### src/rtl/mult_seq_32.sv
// mult_seq_32: sequential shift-add multiplier, signed or unsigned operands.
// Fixed latency of DATA_WIDTH+2 cycles from accepted START to the DONE pulse.
// Negative signed operands become magnitudes first; the sign is applied to the final product.
module mult_seq_32 #(
  parameter int unsigned DATA_WIDTH = 32
) (
  input  logic                  CLK,
  input  logic                  RST,
  input  logic                  START,
  input  logic                  SIGNED,
  input  logic [DATA_WIDTH-1:0] A,
  input  logic [DATA_WIDTH-1:0] B,
  output logic                  BUSY,
  output logic                  DONE,
  output logic [DATA_WIDTH-1:0] HI,
  output logic [DATA_WIDTH-1:0] LO
);

  localparam int unsigned W  = DATA_WIDTH;
  localparam int unsigned PW = 2 * DATA_WIDTH;
  localparam int unsigned CW = $clog2(DATA_WIDTH) + 1;

  typedef enum logic [1:0] {
    IDLE = 2'd0,
    LOAD = 2'd1,
    ITER = 2'd2,
    FIN  = 2'd3
  } stateE;

  stateE         state;

  // Operands captured with START
  logic [W-1:0]  aReg;
  logic [W-1:0]  bReg;
  logic          signedReg;

  // Datapath registers
  logic [W-1:0]  mcand;
  logic [W-1:0]  mplier;
  logic [W-1:0]  acc;
  logic          resultNeg;
  logic [CW-1:0] iterCnt;

  // Combinational datapath
  logic [W-1:0]  magA;
  logic [W-1:0]  magB;
  logic [W-1:0]  addend;
  logic [W:0]    sum;
  logic [PW-1:0] product;
  logic [PW-1:0] productFix;

  // Operand magnitudes; the most negative value maps onto itself as an unsigned magnitude
  always_comb begin
    magA = aReg;
    magB = bReg;
    if (signedReg && aReg[W-1]) begin
      magA = ~aReg + W'(1);
    end
    if (signedReg && bReg[W-1]) begin
      magB = ~bReg + W'(1);
    end
  end

  // One shift-add step: add multiplicand when multiplier LSB is set, keep the carry-out
  always_comb begin
    addend = mplier[0] ? mcand : '0;
    sum    = {1'b0, acc} + {1'b0, addend};
  end

  // Final product with sign correction; negating zero yields zero
  always_comb begin
    product    = {acc, mplier};
    productFix = product;
    if (resultNeg) begin
      productFix = ~product + PW'(1);
    end
  end

  // Control FSM and datapath registers
  always_ff @(posedge CLK or posedge RST) begin
    if (RST) begin
      state     <= IDLE;
      BUSY      <= 1'b0;
      DONE      <= 1'b0;
      HI        <= '0;
      LO        <= '0;
      aReg      <= '0;
      bReg      <= '0;
      signedReg <= 1'b0;
      mcand     <= '0;
      mplier    <= '0;
      acc       <= '0;
      resultNeg <= 1'b0;
      iterCnt   <= '0;
    end else begin
      DONE <= 1'b0;
      case (state)
        IDLE: begin
          if (START) begin
            aReg      <= A;
            bReg      <= B;
            signedReg <= SIGNED;
            BUSY      <= 1'b1;
            state     <= LOAD;
          end
        end
        LOAD: begin
          mcand     <= magA;
          mplier    <= magB;
          acc       <= '0;
          resultNeg <= signedReg & (aReg[W-1] ^ bReg[W-1]);
          iterCnt   <= '0;
          state     <= ITER;
        end
        ITER: begin
          // {carry, acc, mplier} >> 1 as one wide value
          acc     <= sum[W:1];
          mplier  <= {sum[0], mplier[W-1:1]};
          iterCnt <= iterCnt + CW'(1);
          if (iterCnt == CW'(W - 1)) begin
            state <= FIN;
          end
        end
        FIN: begin
          HI    <= productFix[PW-1:W];
          LO    <= productFix[W-1:0];
          DONE  <= 1'b1;
          BUSY  <= 1'b0;
          state <= IDLE;
        end
        default: begin
          state <= IDLE;
        end
      endcase
    end
  end

endmodule

### config.mk
export PLATFORM = sky130hd
export DESIGN_NAME = mult_seq_32
export DESIGN_NICKNAME = d
export VERILOG_FILES = /design/src/rtl/mult_seq_32.sv
export SDC_FILE = /design/constraint.sdc
export NUM_CORES = 1
export LEC_CHECK = 0
export ABC_CLOCK_PERIOD_IN_PS = 8900
export CAP_MARGIN = 20
export CORE_MARGIN = 1.5
export CORE_UTILIZATION = 50
export DETAILED_ROUTE_END_ITERATION = 6
export PLACE_DENSITY = 0.71
export SETUP_SLACK_MARGIN = 0.2
export SYNTH_ARGS = -nofsm -noshare
export SYNTH_HDL_FRONTEND = slang
export SYNTH_SLANG_ARGS = --single-unit
### constraint.sdc
create_clock -name CLK -period 8.9 [get_ports CLK]
set_input_delay 1.78 -clock CLK [delete_from_list [all_inputs] [get_ports CLK]]
set_output_delay 1.78 -clock CLK [all_outputs]
set_load 0.02 [all_outputs]
; Word-level counts from Yosys, hierarchy flattened
; Index checks and enable logic that the tools add are counted.
[op_classes]
add_sub_neg = 5
eq_ne = 6
n_mux = 13
bitwise_logic = 5
reduce_logical = 8
[op_table]
columns = operator, count
row1 = $pmux 32 s2, 2
row2 = $mux 32, 3
row3 = $add 32x1->32 const B, 2
row4 = $add 64x1->64 const B, 1
row5 = $mux 64, 1
row6 = $not 32->32, 2
row7 = $not 64->64, 1
row8 = $add 32x32->33, 1
row9 = $pmux 6 s2, 1
row10 = $pmux 2 s4, 1
row11 = $add 6x1->6 const B, 1
row12 = $eq 6x5->1 const B, 1
row13 = $reduce_and 2->1, 3
row14 = $eq 2x2->1 const B, 2
row15 = $mux 2, 2
row16 = $ne 2x2->1 const B, 2
row17 = $reduce_bool 2->1, 2
row18 = $eq 2x1->1 const B, 1
row19 = $logic_and 1x1->1, 2
row20 = $logic_not 2->1, 1
row21 = $mux 1, 2
row22 = $pmux 1 s2, 1
row23 = $and 1x1->1, 1
row24 = $xor 1x1->1, 1
[totals]
ff_bits = 236
input_bits = 68
out_inout_bits = 66
word_cells = 50

; Depth between registers and ports, before layout
; Gate-level depths: netlist (run 1).
[depth]
ltp_word = 4
mapped_depth = 12
mapped_depth_nobuf = 11

; Worst setup path after synthesis (run 1)
; Ideal clock, no wire load.
[synth_timing]
kind = input-to-reg
start = input START
end = register aReg[0]
setup_ns = 0.125
t_arrival_ns = 2.855
required_ns = 8.775
setup_slack_ns = 5.920
stages = 4
n_path_buf = 2
path_cell_list = nand2_1 clkbuf_1 clkbuf_1 mux2_2
[synth_between]
elab_chain_len = 1
[synth_rtl]
columns = element, line_no
row1 = from (decl), 9  ; input logic START,
row2 = $reduce_and 2->1 (no line), -
row3 = to (signal assigned), 87  ; aReg <= '0;
row4 = to (signal assigned), 100  ; aReg <= A;
row5 = to (decl), 33  ; logic [W-1:0] aReg;
; No other way between the ends.
; A chain may end at the register's enable or synchronous reset.

; Worst setup path in the final report (run 1)
[layout_timing]
start = register mplier[0]
end = register acc[22]
[layout_between]
elab_chain_len = 3
[layout_rtl]
columns = element, line_no
row1 = from (decl), 39  ; logic [W-1:0] mplier;
row2 = from (signal assigned), 109  ; mplier <= magB;
row3 = from (signal assigned), 118  ; mplier <= {sum[0], mplier[W-1:1]};
row4 = $mux 32, 66  ; addend = mplier[0] ? mcand : '0;
row5 = $add 32x32->33, 67  ; sum = {1'b0, acc} + {1'b0, addend};
row6 = $pmux 32 s2, 97  ; case (state)
row7 = to (signal assigned), 117  ; acc <= sum[W:1];
row8 = to (decl), 40  ; logic [W-1:0] acc;
; No other way between the ends.

==> results of run 1 <==
==> through the flow <==
stage / hold WS [ps] / power (uW)
floorplan: 472 / 4730
global placement: 495 / 5750
detailed placement: 504 / 5830
CTS: 517 / 7160
global route: 527 / 7680
finish: 512 / 7170
==> power breakdown <==
group,switching [uW],leakage [uW],internal (uW)
sequential,618,0.00283,1620
combinational,2050,0.00347,1600
clock,446,0.000508,839
==> per-layer routing <==
metal	vias up	wire length [um]	track usage
li1	5283	-	-
met1	5311	16700	0.373
met2	346	14000	0.346
met3	44	2250	0.0324
met4	0	650	0.0576
met5	-	0	0
==> registers in the layout, summed over array words and instances (netlist names) <==
signal     cells
signedReg      1
resultNeg      1
DONE           1
iterCnt        6
mplier        32
state          2
bReg          32
BUSY           1
mcand         32
LO            32
acc           32
aReg          32
HI            32
==> layout make-up <==
type | count | area (um^2) | area share
Clock inverter | 16 | 315 | 0.0194
Multi-Input combinational cell | 1064 | 7270 | 0.447
Timing Repair Buffer | 144 | 1450 | 0.0890
Tap cell | 341 | 427 | 0.0262
Clock buffer | 32 | 724 | 0.0446
Sequential cell | 236 | 5910 | 0.363
Inverter | 44 | 173 | 0.0106
==> cells in the mapped netlist (all sizes together) (5+ instances only) <==
library cell    n  area, um^2
nor4           14         133
nor2          147         552
o31ai          32         240
ha             40         500
nand2b          9        56.3
inv            44         165
or3            13        86.3
xnor2          53         464
nor3           21         120
a22o           12         105
o41ai          16         163
o221ai          8        70.1
o21ai          79         395
mux2i           5        50.1
a32o            5        50.1
and2           33         206
xor2           85         744
clkbuf         71         267
or2             8        50.1
nand2          88         330
mux2           90        1010
o2bb2ai        10        87.6
a21oi         142         711
and3            5        31.3
a31oi          13        81.3
nand4           7        43.8
dfrtp         236        5910
nand3          31         155
nor2b           6        37.5
o21a           11        82.6
a21o           18         135
or4            18         146
==> path summary, 6_finish.rpt <==
kind / endpoint / slack (ps) / cells after the start
max: acc[22]$_DFFE_PP0P_ / 5200 / 10
min: iterCnt[0]$_DFFE_PP0P_ / 510 / 1
max reg2reg: acc[22]$_DFFE_PP0P_ / 5200 / 10
min reg2reg: iterCnt[0]$_DFFE_PP0P_ / 510 / 1
max in group asynchronous: iterCnt[5]$_DFFE_PP0P_ / 5980 / 4
min in group asynchronous: bReg[18]$_DFFE_PP0P_ / 1810 / 2
==> logic make-up after synthesis <==
family / Yosys count / share of synthesized area
XOR/XNOR: 138 / 0.0889
adder cells (fa/ha/maj): 41 / 0.0383
AO/OA/AOI/OAI: 382 / 0.179
flip-flops: 236 / 0.434
multiplexers: 95 / 0.0782
AND/OR/NAND/NOR: 408 / 0.148
buffers and inverters: 118 / 0.0326
==> qor.csv, run 1 <==
stage,metric,value,unit
detailed_routing,Via density,5.85,
detailed_routing,DR pass1 iterations,5,
sta,final critical-path share of the clock period,0.415,
global_routing,global-route wire length before repair,54.6,mm
die,Die ar.,28200,um^2
synth,synthesized instance count,1418,
clock_tree,CTS Hold Buffers Added,0,
synth,Netlist cell types,67,
sta,"Hold Vio Cnt, Final",0,
detailed_routing,Post-DRT Antenna Nets,0,
detailed_routing,DR iter-0 viols,1018,
final_layout,fin cells,1877,
critical_path,slowest cell on the critical path,dfrtp_1,
clock_tree,Clock Tree Buf Depth,3,
critical_path,critical path launch point type,flop,
die,core area,26800,um^2
critical_path,crit-path leading delay family,compound AO/OA/AOI/OAI gates,
final_layout,final design utilization,0.607,
global_routing,number of global-route vias before repair,10300,
placement,Place WS,4910,ps
final_layout,share of cells above drive strength 1,0.115,
critical_path,CP Capture Type,flop,
die,Die X,168,um
placement,DP Area,15200,um^2
sta,Rel. slew slack,0.384,
final_layout,antenna diode instance count,0,
sta,skew final,20.6,ps
final_layout,fillers,2300,
clock_tree,total setup buffers inserted after CTS,0,
synth,post-synthesis cell area,13600,um^2
clock_tree,CTS tree,done,
final_layout,synth-to-layout area growth,19.6,%
worst_hold_path,Worst Hold Class,flop to flop,
synth,Yosys reg bits,236,
critical_path,Crit Reg-Reg Startpoint,mplier[0]$_DFFE_PP0P_,
sta,Final Max Tran Viols,0,
critical_path,crit path max fanout,35,
critical_path,crit-path cells,"nand2_1, inv_1, ha_1, a21oi_1, nand4b_1, a21o_1, a2111oi_0, o21ai_0, a21o_1, a32o_1",
detailed_routing,final wirelength,33.5,mm
die,Top Ports,134,
clock_tree,"Reg clk slew, reported paths",60,ps
placement,input/output buffers,133,
synth,sequential fraction of the synthesis area,0.434,
worst_hold_path,HP Start,iterCnt[0]$_DFFE_PP0P_,
clock_tree,H-tree levels,1,
sta,setup violators final,0,
pwr,Leak,0.00681,uW
global_routing,GRT overflow,0,
sta,Period minus WS final,3700,ps
run,MaxCap Viol Count,0,
detailed_routing,Remaining DRCs,0,
critical_path,WS Path Type,flop to flop,
global_routing,antenna violations before repair,0,
placement,dpl cells,1827,
placement,dpl hpwl,24.1,mm
sta,Least-Margin Pin Slew,901,ps
pwr,pwr/cell area,441,nW/um^2
synth,syn_nets,1527,
die,Die Y,168,um
detailed_routing,routed length per instance,17.9,um
sta,Post-Route Setup TNS,0,ps
clock_tree,Clock Latency Late Sink,540,ps
final_layout,"commonest non-fill, non-tap cell in the layout",dfrtp_1,
pwr,VDD IR max,0.244,mV
sta,unrepaired setup endpoints after global routing,no,
final_layout,"leading cell types in the layout, fill and taps excluded","236 x dfrtp_1, 146 x nor2_1, 142 x a21oi_1",
placement,gpl congestion,0.910,
clock_tree,CTS Buf Count,26,
critical_path,Worst Path Required,9320,ps
critical_path,CP startpoint,mplier[0]$_DFFE_PP0P_,
sta,Final WS setup,5200,ps
global_routing,Total GRT Usage,0.238,
clock_tree,CTS Sinks,236,
global_routing,largest net degree at the start of global routing,123,
synth,ys flop type,dfrtp_1,
sta,Max Freq,270,MHz
critical_path,slowest cell delay on critical path,920,ps
outcome,status,finished clean,
final_layout,fin nets,1625,
critical_path,"Arr. time, crit path",4120,ps
synth,"EDFF count, synth",0,
synth,"Async S/R FF share, synth",1.00,
synth,"Avg Cell Area, Syn",9.59,um^2
critical_path,CP dominant cell by count,a21o_1,
clock_tree,# resized after CTS,0,
detailed_routing,DR vias,11000,
clock_tree,Root Driver,clkbuf_16,
die,Initial Util,0.507,
final_layout,post-route cell area,16300,um^2
die,Site Rows,60,
synth,Synth warnings,0,
critical_path,CP bufs+invs,1,
Note: power is estimated with default switching activity, not from simulation.
==> run 2, diff against run 1 <==
ABC_CLOCK_PERIOD_IN_PS = 3100   (was 8900)
PLACE_DENSITY = 0.74   (was 0.71)
clock period = 3.1 ns   (was 8.9 ns; I/O delays follow)
==> run 2 against run 1 <==
Net effect:
- register-to-register slack lost 5000 ps
- sequential share of layout area decreased by 1.2 points
- utilization rose by 2.2 points
- clock skew down 1.2 ps
- cell count grew 3.2%
- worst hold slack worse by 12 ps
- die area unchanged
- power grew to 3.0 times the previous value
- worst setup slack worse by 5000 ps
- design area up 3.6%
==> qor.csv, run 2 (synthesis results as in run 1) <==
stage,metric,value,unit,change
sta,final critical-path share of the clock period,0.946,,+0.530
sta,skew final,19.5,ps,-1.17 ps
final_layout,final design utilization,0.628,,+0.0218
die,Site Rows,60,,unchanged
final_layout,"leading cell types in the layout, fill and taps excluded","227 x dfrtp_1, 145 x nor2_1, 135 x a21oi_1",,
die,Top Ports,134,,unchanged
clock_tree,CTS tree,done,,
clock_tree,CTS Sinks,236,,unchanged
sta,Final Max Tran Viols,0,,unchanged
global_routing,global-route wire length before repair,57.1,mm,+4.6%
pwr,Leak,0.00708,uW,+4.0%
clock_tree,H-tree levels,1,,unchanged
detailed_routing,final wirelength,36.3,mm,+8.3%
critical_path,crit path max fanout,5,,-86%
pwr,VDD IR max,0.605,mV,+150%
clock_tree,"Reg clk slew, reported paths",60,ps,about the same
critical_path,slowest cell on the critical path,or4_4,,
placement,input/output buffers,133,,unchanged
critical_path,CP Capture Type,flop,,
final_layout,fin nets,1685,,+3.7%
final_layout,synth-to-layout area growth,23.9,%,
global_routing,Total GRT Usage,0.252,,+0.0136
detailed_routing,routed length per instance,18.7,um,+4.9%
clock_tree,Clock Latency Late Sink,550,ps,about the same
global_routing,number of global-route vias before repair,10500,,+1.7%
critical_path,WS Path Type,flop to flop,,
critical_path,crit-path cells,"or4_4, or4_4, nor4_4, buf_4, nand2_2, o41ai_2, xnor2_1, mux2_2",,
placement,gpl congestion,0.896,,-1.5%
final_layout,share of cells above drive strength 1,0.180,,+0.0659
sta,Rel. slew slack,0.512,,+0.128
final_layout,"commonest non-fill, non-tap cell in the layout",dfrtp_1,,
run,MaxCap Viol Count,0,,unchanged
outcome,status,finished clean,,
critical_path,critical path launch point type,flop,,
sta,unrepaired setup endpoints after global routing,yes,,
sta,Least-Margin Pin Slew,731,ps,-169 ps
global_routing,GRT overflow,0,,unchanged
global_routing,antenna violations before repair,0,,unchanged
critical_path,CP dominant cell by count,or4_4,,
global_routing,largest net degree at the start of global routing,91,,-26%
detailed_routing,DR vias,11400,,+3.5%
placement,DP Area,15500,um^2,+2.4%
sta,Period minus WS final,2930,ps,-766 ps
clock_tree,Root Driver,clkbuf_16,,
die,core area,26800,um^2,unchanged
die,Die Y,168,um,unchanged
clock_tree,CTS Buf Count,27,,+3.8%
detailed_routing,Via density,5.87,,+0.31%
clock_tree,CTS Hold Buffers Added,0,,unchanged
detailed_routing,DR iter-0 viols,1025,,+0.69%
detailed_routing,DR pass1 iterations,5,,unchanged
die,Die X,168,um,unchanged
sta,setup violators final,0,,unchanged
sta,worst hold slack,500,ps,-12.4 ps
final_layout,post-route cell area,16800,um^2,+3.6%
worst_hold_path,Worst Hold Class,flop to flop,,
sta,Max Freq,341,MHz,+26%
detailed_routing,Post-DRT Antenna Nets,0,,unchanged
final_layout,antenna diode instance count,0,,unchanged
critical_path,slowest cell delay on critical path,540,ps,-380 ps
die,Die ar.,28200,um^2,unchanged
clock_tree,Clock Tree Buf Depth,3,,unchanged
pwr,pwr/cell area,1260,nW/um^2,+190%
detailed_routing,Remaining DRCs,0,,unchanged
placement,dpl hpwl,26.0,mm,+8.3%
critical_path,"Arr. time, crit path",3350,ps,-770 ps
critical_path,Worst Path Required,3510,ps,-5810 ps
die,Initial Util,0.507,,unchanged
sta,"Hold Vio Cnt, Final",0,,unchanged
-- run 2: path summary, 6_finish.rpt --
kind / start / to / slack (ps) / cells past startpoint
setup / recovery: mplier[4]$_DFFE_PP0P_ / HI[25]$_DFFE_PP0P_ / 170 / 8
hold / removal: mcand[0]$_DFFE_PP0N_ / mcand[0]$_DFFE_PP0N_ / 500 / 1
setup reg to reg: mplier[4]$_DFFE_PP0P_ / HI[25]$_DFFE_PP0P_ / 170 / 8
hold reg to reg: mcand[0]$_DFFE_PP0N_ / mcand[0]$_DFFE_PP0N_ / 500 / 1
max in group asynchronous: RST / aReg[19]$_DFFE_PP0P_ / 2010 / 3
min in group asynchronous: RST / LO[10]$_DFFE_PP0P_ / 610 / 3
-- run 2: area by class of cell --
cell class | instances | area (um^2)
clock buffers | 38 | 767
clock inverters | 11 | 114
fillers | 2225 | 9960
inverters | 44 | 169
multi-input cells | 1064 | 7520
flip-flops and latches | 236 | 5920
well taps | 341 | 427
repair buffers | 203 | 1930
-- run 2: metal layers --
| metal | vias up | part of all wire | global-route usage |
|---|---|---|---|
| met1 | 5531 | 0.48 | 0.391 |
| li1 | 5396 | - | - |
| met3 | 60 | 0.068 | 0.0386 |
| met2 | 383 | 0.43 | 0.370 |
| met5 | - | 0 | 0 |
| met4 | 0 | 0.019 | 0.0541 |
-- run 2: through the flow --
| stage | setup TNS (ps) | total power [uW] | setup WS (ps) | instances |
|---|---|---|---|---|
| 4_1_cts | 0 | 20600 | 152 | 1918 |
| 5_1_grt | 0 | 22700 | 110 | 1937 |
| 6_report | 0 | 21200 | 169 | 1937 |
| 3_5_place_dp | 0 | 17300 | 51.2 | 1867 |
| 2_1_floorplan | -144400 | 13600 | -612 | 1418 |
| 3_3_place_gp | 0 | 17000 | 91.4 | 1867 |
-- run 2: power breakdown --
part | leakage, uW | internal [uW] | switching [uW] | total (uW)
registers | 0.00282 | 4670 | 1610 | 6280
logic | 0.00383 | 5200 | 6590 | 11800
clock network | 0.000432 | 1880 | 1280 | 3160
-- run 2: critical path: cells and delay by family (launching register included) --
| kind | cells | cell delay [ps] |
|---|---|---|
| simple gates | 4 | 1400 |
| flops | 1 | 430 |
| compound gates | 1 | 370 |
| mux | 1 | 270 |
| buf+inv | 1 | 190 |
| xor+xnor | 1 | 130 |
-- run 2: timing repair --
| action | CTS | global route |
|---|---|---|
| hold endpoints to repair | 0 | 0 |
| setup buffers | 2 | 19 |
| pin swaps | 1 | 17 |
| setup endpoints to repair | 21 | 52 |
| gates resized for setup | 5 | 66 |
==> run 3, diff against run 2 <==
CORE_UTILIZATION = 35   (was 50)
PLACE_DENSITY = not set   (was 0.74)
SLEW_MARGIN = 40   (was not set)
==> run 3 against run 2 <==
Net effect:
- utilization shrank 18 points
- sequential share of layout area shrank 1.0 points
- largest cell class unchanged
- non-clock buffer count grew 29
- critical path depth grew 2
- flip-flop and latch count is the same
- clock-buffer cell count grew 2
- design area grew 2.9%
- routed wire length grew 6.0%
- power grew 1.4%
- global-route usage shrank 5.7 points
==> qor.csv, run 3 (synthesis results as in run 1) <==
stage,metric,value,unit,change
critical_path,CP dominant cell by count,a211o_1,,
global_routing,antenna violations before repair,0,,unchanged
sta,Final Max Tran Viols,0,,unchanged
final_layout,post-route cell area,17300,um^2,+2.9%
placement,DP Area,16100,um^2,+3.6%
pwr,Leak,0.00724,uW,+2.3%
critical_path,Crit Reg-Reg Startpoint,mplier[0]$_DFFE_PP0P_,,
sta,Period minus WS final,2870,ps,-61.8 ps
detailed_routing,Via density,5.23,,-11%
critical_path,Worst Path Required,3550,ps,+40 ps
final_layout,"leading cell types in the layout, fill and taps excluded","227 x dfrtp_1, 146 x nor2_1, 141 x a21oi_1",,
critical_path,critical register-to-register path endpoint,acc[29]$_DFFE_PP0P_,,
detailed_routing,DR iter-0 viols,856,,-16%
run,MaxCap Viol Count,0,,unchanged
detailed_routing,final wirelength,38.5,mm,+6.0%
detailed_routing,DR vias,11200,,-1.5%
clock_tree,Root Driver,clkbuf_16,,
pwr,switching share of power,0.441,,-0.00500
critical_path,flop-to-flop setup slack,230,ps,+60 ps
pwr,VDD IR max,0.777,mV,+29%
sta,"Hold Vio Cnt, Final",0,,unchanged
pwr,sw power,9510,uW,+0.31%
clock_tree,"Reg clk slew, reported paths",60,ps,about the same
clock_tree,Clock Tree Buf Depth,3,,unchanged
pwr,sequential share of power,0.293,,-0.003
global_routing,GRT overflow,0,,unchanged
die,Die X,200,um,+19%
detailed_routing,routed length per instance,18.0,um,-4.1%
sta,setup violators final,0,,unchanged
global_routing,global-route wire length before repair,61.5,mm,+7.6%
detailed_routing,DR pass1 iterations,5,,unchanged
die,Site Rows,72,,+20%
pwr,pwr/cell area,1240,nW/um^2,-1.5%
clock_tree,CTS Sinks,236,,unchanged
critical_path,crit path max fanout,22,,+17
die,Die Y,200,um,+19%
critical_path,CP startpoint,mplier[0]$_DFFE_PP0P_,,
critical_path,"Arr. time, crit path",3320,ps,-30 ps
detailed_routing,Remaining DRCs,0,,unchanged
detailed_routing,Post-DRT Antenna Nets,0,,unchanged
critical_path,critical path launch point type,flop,,
sta,Rel. slew slack,0.508,,-0.00390
pwr,Combinational Power Share,0.557,,+0.002
placement,input/output buffers,133,,unchanged
pwr,Clock power frac,0.150,,about the same
clock_tree,CTS Buf Count,28,,+3.7%
critical_path,slowest cell delay on critical path,460,ps,-80 ps
clock_tree,H-tree levels,1,,unchanged
global_routing,Total GRT Usage,0.195,,-0.0568
outcome,status,finished clean,,
critical_path,WS Path Type,flop to flop,,
die,core area,38500,um^2,+44%
critical_path,CP Capture Type,flop,,
sta,Least-Margin Pin Slew,737,ps,+5.86 ps
pwr,Pint,12000,uW,+2.4%
sta,Max Freq,348,MHz,+2.2%
sta,skew final,25.8,ps,+6.29 ps
sta,Post-Route Setup TNS,0,ps,unchanged
die,Die ar.,40000,um^2,+42%
final_layout,share of cells above drive strength 1,0.188,,+0.00709
critical_path,crit-path cells,"buf_12, and2_1, ha_1, a21o_1, a211o_1, a211o_1, a31o_4, a41o_1, o21a_1, o41ai_2",,
final_layout,"commonest non-fill, non-tap cell in the layout",dfrtp_1,,
critical_path,slowest cell on the critical path,dfrtp_2,,
global_routing,largest net degree at the start of global routing,67,,-26%
placement,gpl congestion,0.879,,-1.9%
global_routing,number of global-route vias before repair,10900,,+3.5%
sta,final critical-path share of the clock period,0.926,,-0.0199
placement,dpl hpwl,29.4,mm,+13%
clock_tree,Clock Latency Late Sink,550,ps,about the same
final_layout,synth-to-layout area growth,27.5,%,
worst_hold_path,Worst Hold Class,flop to flop,,
clock_tree,CTS tree,done,,
critical_path,Reg2Reg Depth,10,,+2
clock_tree,CTS Hold Buffers Added,0,,unchanged
sta,unrepaired setup endpoints after global routing,yes,,
die,Top Ports,134,,unchanged
final_layout,fin nets,1715,,+1.8%
die,Initial Util,0.353,,-0.154
critical_path,Worst Setup EP,acc[29]$_DFFE_PP0P_,,
[run 3: cell types whose count changed in the layout (fill, tap and decap cells not counted), sizes merged]
cell,before,now
clkinvlp,3,2
diode,0,1
clkbuf,38,40
clkinv,6,1
buf,70,99
[run 3: how the worst min path moves through the flow]
stage	depth (start not counted)	to	slack, ps	startpoint
5_1_grt	1	mcand[24]$_DFFE_PP0N_	530	mcand[24]$_DFFE_PP0N_
3_5_place_dp	1	mcand[24]$_DFFE_PP0N_	500	mcand[24]$_DFFE_PP0N_
4_1_cts	1	HI[29]$_DFFE_PP0P_	510	HI[29]$_DFFE_PP0P_
2_1_floorplan	1	mcand[0]$_DFFE_PP0N_	470	mcand[0]$_DFFE_PP0N_
6_report	1	mcand[24]$_DFFE_PP0N_	500	mcand[24]$_DFFE_PP0N_
3_3_place_gp	1	mcand[24]$_DFFE_PP0N_	480	mcand[24]$_DFFE_PP0N_
[run 3: layout make-up]
cell class / count / area [um^2]
Antenna cell: 1 / 2.50
Inverter: 44 / 169
Timing Repair Buffer: 232 / 2180
Sequential cell: 236 / 5920
Clock inverter: 5 / 81.3
Tap cell: 518 / 648
Fill cell: 3752 / 21100
Multi-Input combinational cell: 1064 / 7530
Clock buffer: 40 / 817
[run 3: stage by stage]
step,util,instances,hold slack (ps),power [uW],setup WS [ps]
finish,0.451,2140,505,21500,230
CTS,0.442,2130,513,21200,175
global route,0.451,2139,530,23200,112
global placement,0.418,2083,482,17600,97.0
floorplan,-,1418,472,13600,-612
detailed placement,0.418,2083,500,17800,81.7
[run 3: worst max-delay path: cells and delay by family (launching register included)]
kind | cells | cell delay (ps)
AOI/OAI and AO/OA | 7 | 1700
DFF | 1 | 460
adders and majority gates | 1 | 280
buffers and inverters | 1 | 170
and+or+nand+nor | 1 | 150
[run 3: routing by layer]
layer  global-route usage  wire length [um]
met1                0.309             19600
met2                0.283             16000
met3               0.0213              2140
met4               0.0415               700
met5                    0                 0
[run 3: repair_timing]
| item | CTS | global route |
|---|---|---|
| resized for setup | 8 | 58 |
| buffers inserted | 2 | 9 |
| endpoints found under the setup margin | 9 | 37 |
| pin swaps | 2 | 11 |
[run 3: power groups by stage]
stage	clock [uW]	sequential, uW	combinational, uW
4_1_cts	3320	6270	11600
3_3_place_gp	0	6250	11400
6_report	3230	6310	12000
2_1_floorplan	0	6340	7250
5_1_grt	3450	6550	13200
3_5_place_dp	0	6320	11500
